--- src/rtl/echo_delay_param.sv ---
// echo_delay_param
//   Echo/reverb stage for the audio sample path. Converts offset-binary ADC
//   samples to signed values, adds an attenuated copy taken from a circular
//   delay buffer (FIR: buffer holds x, IIR: buffer holds y), saturates the
//   sum and re-offsets it for the DAC.
//
// Ports
//   sysclk      sole clock, rising edge
//   rst         synchronous, active-high reset
//   data_valid  sample strobe level; a rising edge starts a sample
//   data_in     ADC sample, offset binary
//   delay_len   echo delay in samples, 0 disables the echo
//   gain_shift  arithmetic right shift (0..3) applied to the delayed term
//   mode        0 = FIR, 1 = IIR
//   bypass      forces the delayed term to zero; buffer still written
//   data_out    processed sample, offset binary
//   out_valid   one-cycle pulse when data_out updates
//   sat         clamp indicator, valid with out_valid
//   overrun     sticky: a strobe arrived while a sample was in flight
//
// Pipeline: S latch/read, S+1 echo term, S+2 sum + buffer write, S+3 output.
module echo_delay_param #(
  parameter int              WIDTH      = 10,
  parameter int              DEPTH      = 16,
  parameter logic [WIDTH-1:0] ADC_OFFSET = 'h181,
  parameter logic [WIDTH-1:0] DAC_OFFSET = 'h200,
  localparam int             AW         = $clog2(DEPTH)
) (
  input  logic             sysclk,
  input  logic             rst,
  input  logic             data_valid,
  input  logic [WIDTH-1:0] data_in,
  input  logic [AW-1:0]    delay_len,
  input  logic [1:0]       gain_shift,
  input  logic             mode,
  input  logic             bypass,
  output logic [WIDTH-1:0] data_out,
  output logic             out_valid,
  output logic             sat,
  output logic             overrun
);

  logic             dv_prev_q, dv_prev_d;
  logic             v1_q, v1_d;
  logic             v2_q, v2_d;
  logic [WIDTH-1:0] x_q, x_d;
  logic [1:0]       gs_q, gs_d;
  logic             mode_q, mode_d;
  logic             zero_q, zero_d;
  logic [WIDTH-1:0] e_q, e_d;
  logic [AW-1:0]    wp_q, wp_d;
  logic [AW:0]      fill_q, fill_d;
  logic [WIDTH-1:0] data_out_q, data_out_d;
  logic             out_valid_q, out_valid_d;
  logic             sat_q, sat_d;
  logic             overrun_q, overrun_d;

  logic [WIDTH-1:0] mem_q [DEPTH];
  logic [WIDTH-1:0] rdata_q;

  logic                    strobe, busy, accept;
  logic [AW-1:0]           rd_addr;
  logic signed [WIDTH-1:0] d_term;
  logic [WIDTH:0]          sum;
  logic [WIDTH-1:0]        y;
  logic                    clamp;
  logic                    wr_en;
  logic [WIDTH-1:0]        wr_data;

  always_comb begin
    strobe  = data_valid & ~dv_prev_q;
    // Busy covers S+1..S+3; a strobe in those cycles is dropped.
    busy    = v1_q | v2_q | out_valid_q;
    accept  = strobe & ~busy;
    rd_addr = wp_q - delay_len;

    dv_prev_d   = data_valid;
    v1_d        = accept;
    v2_d        = v1_q;
    x_d         = x_q;
    gs_d        = gs_q;
    mode_d      = mode_q;
    zero_d      = zero_q;
    e_d         = e_q;
    wp_d        = wp_q;
    fill_d      = fill_q;
    data_out_d  = data_out_q;
    out_valid_d = v2_q;
    sat_d       = 1'b0;
    overrun_d   = overrun_q | (strobe & busy);
    wr_en       = 1'b0;
    wr_data     = x_q;

    if (accept) begin
      x_d    = data_in - ADC_OFFSET;
      gs_d   = gain_shift;
      mode_d = mode;
      // Warm-up gating keeps unwritten (or pre-reset) RAM contents out.
      zero_d = (delay_len == '0) | bypass | (fill_q < {1'b0, delay_len});
    end

    d_term = zero_q ? '0 : $signed(rdata_q);
    if (v1_q) e_d = d_term >>> gs_q;

    sum   = {x_q[WIDTH-1], x_q} + {e_q[WIDTH-1], e_q};
    clamp = sum[WIDTH] != sum[WIDTH-1];
    if (clamp)
      y = sum[WIDTH] ? {1'b1, {(WIDTH-1){1'b0}}} : {1'b0, {(WIDTH-1){1'b1}}};
    else
      y = sum[WIDTH-1:0];

    if (v2_q) begin
      data_out_d = y + DAC_OFFSET;
      sat_d      = clamp;
      wr_en      = 1'b1;
      wr_data    = mode_q ? y : x_q;
      wp_d       = wp_q + AW'(1);
      if (fill_q != (AW+1)'(DEPTH)) fill_d = fill_q + (AW+1)'(1);
    end
  end

  always_ff @(posedge sysclk) begin
    if (rst) begin
      dv_prev_q   <= 1'b1;
      v1_q        <= 1'b0;
      v2_q        <= 1'b0;
      x_q         <= '0;
      gs_q        <= '0;
      mode_q      <= 1'b0;
      zero_q      <= 1'b1;
      e_q         <= '0;
      wp_q        <= '0;
      fill_q      <= '0;
      data_out_q  <= DAC_OFFSET;
      out_valid_q <= 1'b0;
      sat_q       <= 1'b0;
      overrun_q   <= 1'b0;
    end else begin
      dv_prev_q   <= dv_prev_d;
      v1_q        <= v1_d;
      v2_q        <= v2_d;
      x_q         <= x_d;
      gs_q        <= gs_d;
      mode_q      <= mode_d;
      zero_q      <= zero_d;
      e_q         <= e_d;
      wp_q        <= wp_d;
      fill_q      <= fill_d;
      data_out_q  <= data_out_d;
      out_valid_q <= out_valid_d;
      sat_q       <= sat_d;
      overrun_q   <= overrun_d;
    end
  end

  // Delay buffer: not reset; read and write never collide because the
  // read happens at S and the write at S+2 with 4-cycle strobe spacing.
  always_ff @(posedge sysclk) begin
    if (wr_en)  mem_q[wp_q] <= wr_data;
    if (accept) rdata_q     <= mem_q[rd_addr];
  end

  assign data_out  = data_out_q;
  assign out_valid = out_valid_q;
  assign sat       = sat_q;
  assign overrun   = overrun_q;

endmodule

--- config.mk ---
export PLATFORM = sky130hd
export DESIGN_NAME = echo_delay_param
export DESIGN_NICKNAME = d
export VERILOG_FILES = /design/src/rtl/echo_delay_param.sv
export SDC_FILE = /design/constraint.sdc
export NUM_CORES = 1
export LEC_CHECK = 0
export BUFFER_PORTS_ARGS = -buffer_cell sky130_fd_sc_hd__buf_2
export CAP_MARGIN = 20
export CORE_UTILIZATION = 40
export CTS_BUF_LIST = sky130_fd_sc_hd__clkbuf_2 sky130_fd_sc_hd__clkbuf_4 sky130_fd_sc_hd__clkbuf_8
export DETAILED_ROUTE_END_ITERATION = 10
export GPL_TIMING_DRIVEN = 0
export PLACE_DENSITY = 0.52
export SLEW_MARGIN = 20
export SYNTH_ARGS = -nofsm -noshare
export SYNTH_HDL_FRONTEND = slang
export SYNTH_SLANG_ARGS = --single-unit
--- constraint.sdc ---
create_clock -name sysclk -period 6.9 [get_ports sysclk]
set_input_delay 0.345 -clock sysclk [delete_from_list [all_inputs] [get_ports sysclk]]
set_output_delay 0.345 -clock sysclk [all_outputs]
set_load 0.01 [all_outputs]
---- Word level (Yosys, flattened, before mapping) ----
Memory sizes are Yosys's and may differ from the RTL's. A register that Yosys moved wholly into a read port is not among the register bits.
Cells that the tools add are included.
word-level totals
  bits in writable memories ............... 160
  word-level logic and storage cells ...... 47
  input bits .............................. 21
  memories ................................ 1
  register bits after elaboration ......... 49
  output and inout port bits .............. 13
memories
  name   depth  bits a word  rd ports  clocked after Yosys merged registers in  wr ports  line  RTL
  mem_q  16     10           1         1                                        1         58    logic [WIDTH-1:0] mem_q [DEPTH];
cells by class
  reductions and logical operators ........ 3
  muxes and demuxes ....................... 8
  $lt $le $gt $ge ......................... 1
  bitwise logic cells ..................... 11
  shift-type cells ........................ 1
  $add $sub $neg .......................... 6
  eq/ne operators ......................... 2
operators by type and width
  operator                number
  $mux 10                 5
  $add 10x10->11          1
  $add 10x10->10 const B  1
  $sshr 10x2->10          1
  $sub 10x9->10 const B   1
  $add 5x1->5 const B     1
  $lt 5x4->1              1
  $ne 5x5->1 const B      1
  $or 1x1->1              5
  $add 4x1->4 const B     1
  $logic_not 4->1         1
  $sub 4x4->4             1
  $and 1x1->1             3
  $mux 1                  3
  $not 1->1               3
  $reduce_and 2->1        1
  $reduce_or 2->1         1
  $ne 1x1->1              1

---- Logic depth before layout (Yosys ltp) ----
  depth after elaboration ................. 5
  depth in mapped cells ................... 9

---- Least setup slack after synthesis ----
No wires, ideal clock.
  path kind ............................... register -> register
  from .................................... register wp_q[0]
  to ...................................... register rdata_q[0], read port of mem_q (data pin)
  data required time ...................... 6630 ps
  setup time .............................. 270 ps
  data arrival time ....................... 2445 ps
  stages on the path, launching flop included .. 9
  slack ................................... 4185 ps
  cells stage by stage .................... dfxtp_1 > inv_1 > ha_1 > fa_1 > buf_1 > buf_1 > mux4_2 > mux2i_1 > a21oi_1
on the way
  word-level cells in the longest chain between the ends .. 1
ends and longest elaborated chain
  item                    line  RTL
  from (decl)             51    logic [AW-1:0] wp_q, wp_d;
  from (signal assigned)  147   wp_q <= wp_d;
  $sub 4x4->4             75    rd_addr = wp_q - delay_len;
  to (decl)               59    logic [WIDTH-1:0] rdata_q;
No other way between the ends.
A chain may end at the register's enable or synchronous reset.

---- Worst setup path in the final report ----
  from .................................... register wp_q[0]
  to ...................................... register rdata_q[2], read port of mem_q (data pin)
Same word-level chain as after synthesis.

==> metrics.cfg <==
[detailed_routing]
vias=5676
wire_per_inst_microns=21.02
drt-pass1-iter-count=5
routed_via_density=5.300
wl_mm=22.51
drc=0
drt_iter0_markers=375
drtAntennaViolNets=0

[synthesis]
synthMuxAreaShare_pct=11.72
synth_warnings=0
synth-edff-count=170
syn_nets=695
synth_compound_area_share_pct=7.526
synth_xor_area_share_pct=2.033
synth.yosys.seq_area_share_pct=64.22
synth-adder-area-share_pct=3.459
synth_cell_types=54
synth-simple-area-share_pct=8.952
synth_seq_cells=219
yosys_most_used_dff=edfxtp_1
async_flop_share_pct=0
synth_cells=649
netlist_area_sq_um=9477
synth_top_family_by_area=multiplexers
synth_area_per_cell_sq_um=14.60

[timing]
fin_setup_tns_ns=0
hold_violations=0
slew_headroom_pct=36.32
rsz0062_at_grt=no
setup_viol=0
fin_hold_ws_ns=0.02015
max_clock_freq_ghz=0.2773
skew_ns=0.03618
slew_viol_final=0
worst_pin_slew_ns=0.9311
period_needed_ns=3.606
timing.final.crit_share_pct=52.26

[power]
p_switching_mw=0.6613
switching_share_pct=23.02
peakVddDrop_uv=215.6
p_leak_nw=3.832
p_comb_share_pct=7.5
pwr_density_cell_nw_per_um2=262.5
p_int_mw=2.212
pwr-share-clk_pct=42.3
pwr-share-seq_pct=50.1

[global_routing]
grt_max_degree=20
antenna_found_initial=0
grt_usage_pct=19.21
grt_pass1_wl_mm=34.04
grt-ovfl-total=0
grt_pass1_vias=5779

[critical_path]
cp-end-kind=flop
cp_data_arrival_time_ns=3.86
critical_path_class=flop to flop
cp_max_fo=10
cp.required_ns=7.15
cp-start-kind=flop

[final_layout]
stdcell_area_sq_um=10950
final_nets=777
syn_to_final_growth_pct=15.53
layout-drive-gt1-share_pct=22.69
diodes=0
final_cell_mix=edfxtp_1 (170), nor2_1 (61), dfxtp_1 (49), buf_2 (41), clkbuf_8 (41)
fill_cells=2025
final_common_cell=edfxtp_1
stdcell_count=1071

[die]
die_width_microns=155.9
start_util_pct=41.35
rows=55
core_area_sq_um=22920
boundaryPins=34
die_height_microns=155.9
dieArea_sq_um=24310

[job]
drv_cap=0

[clock_network]
post_cts_resized=0
ctsHoldBuffers=1
worstSkewPairLatency_ns=0.55
path_clk_slew_ns=0.06
post_cts_buffers=0
root_buffer=clkbuf_8
cts_buffer_depth=3
cts_sinks=219
htree_num_levels=2
cts_tree=built
cts_made_buffers=39

[placement]
dp_hpwl_mm=15.27
place_inst=1001
placed_area_sq_um=10140
portBuffers=33
place_congestion=0.8725

[worst_hold_path]
holdCritPathClass=primary input to flop

[outcome]
status=completed

## worst paths after layout
kind,startpoint,end,slack [ns],cells past startpoint
min,data_in[0],x_q[0]$_SDFFE_PP0P_,0.02,2
max,wp_q[0]$_SDFFE_PP0P_,rdata_q[2]$_DFFE_PP_,3.29,8
max reg2reg,wp_q[0]$_SDFFE_PP0P_,rdata_q[2]$_DFFE_PP_,3.29,8
min reg2reg,mode_q$_SDFFE_PP0P_,mode_q$_SDFFE_PP0P_,0.47,2
## cells by family after synthesis
group | after synthesis
AOI/OAI and AO/OA | 104
xor gates and xnor gates | 22
adders and majority gates | 25
buffers and inverters | 50
DFF | 219
muxes | 61
and+or+nand+nor | 168
## registers in the layout (all words and copies together), names as in the netlist, 2 cells and up
name / count
data_out: 10
rdata_q: 10
mem_q: 160
fill_q: 5
x_q: 10
e_q: 10
wp_q: 4
gs_q: 2
## metrics by stage
step                      setup WS, ns  power, mW  utilization [%]
after global routing             3.094      2.975            47.78
after detailed placement         3.274      1.684            44.27
after global placement           2.886      1.675            43.78
after floorplan                  4.185      1.605                -
after CTS                        3.242      2.902            47.73
final                            3.294      2.873            47.78
## power by group through the flow
stage	Combinational, mW	Sequential [mW]	Clock, mW
final	0.217	1.44	1.22
after global routing	0.235	1.44	1.30
after CTS	0.218	1.44	1.24
after detailed placement	0.217	1.47	0
after global placement	0.206	1.47	0
after floorplan	0.140	1.47	0
## layer usage
metal  routed length (microns)  GRT usage (%)  vias up
li1                          -              -     2654
met1                     10230          25.47     2840
met2                     10670          31.16      133
met3                      1033          4.444       49
met4                       576          6.303        0
met5                         0              0        -
## layout make-up
cell class	instances	area, sq um	area share (%)
Clock buffer	53	654.4	5.977
Timing Repair Buffer	41	257.7	2.354
Buffer	32	130.1	1.189
Inverter	18	67.56	0.6171
Multi-Input combinational cell	380	3233	29.53
Clock inverter	15	127.6	1.166
Sequential cell	219	6086	55.59
Tap cell	313	391.6	3.577
## Yosys cell counts, drive strengths merged (5+ instances only)
| cell type | number | area [sq um] |
|---|---|---|
| mux2i | 21 | 210.2 |
| edfxtp | 170 | 5105 |
| and2 | 18 | 115.1 |
| a211oi | 27 | 207.7 |
| nor3b | 5 | 37.54 |
| a21oi | 38 | 193.9 |
| ha | 23 | 287.8 |
| nand3 | 11 | 65.06 |
| nand4 | 5 | 31.28 |
| xor2 | 13 | 113.9 |
| clkbuf | 19 | 71.32 |
| nor2 | 61 | 229.0 |
| mux4 | 40 | 900.9 |
| nand2 | 26 | 97.59 |
| nor3 | 14 | 86.34 |
| a21o | 5 | 37.54 |
| o21ai | 8 | 51.30 |
| dfxtp | 49 | 980.9 |
| a311oi | 8 | 70.07 |
| inv | 18 | 67.56 |
| buf | 13 | 58.81 |
| xnor2 | 9 | 78.83 |
| nor2b | 14 | 87.58 |
## critical path: stages, from the launching register on
cell and delay [ns]:
dfxtp_1 0.42, inv_1 0.11, ha_1 0.22, fa_1 0.59
buf_1 0.54, buf_1 0.61, mux4_2 0.45, mux2i_1 0.26
a21oi_1 0.12
(Power assumes the default switching activity.)
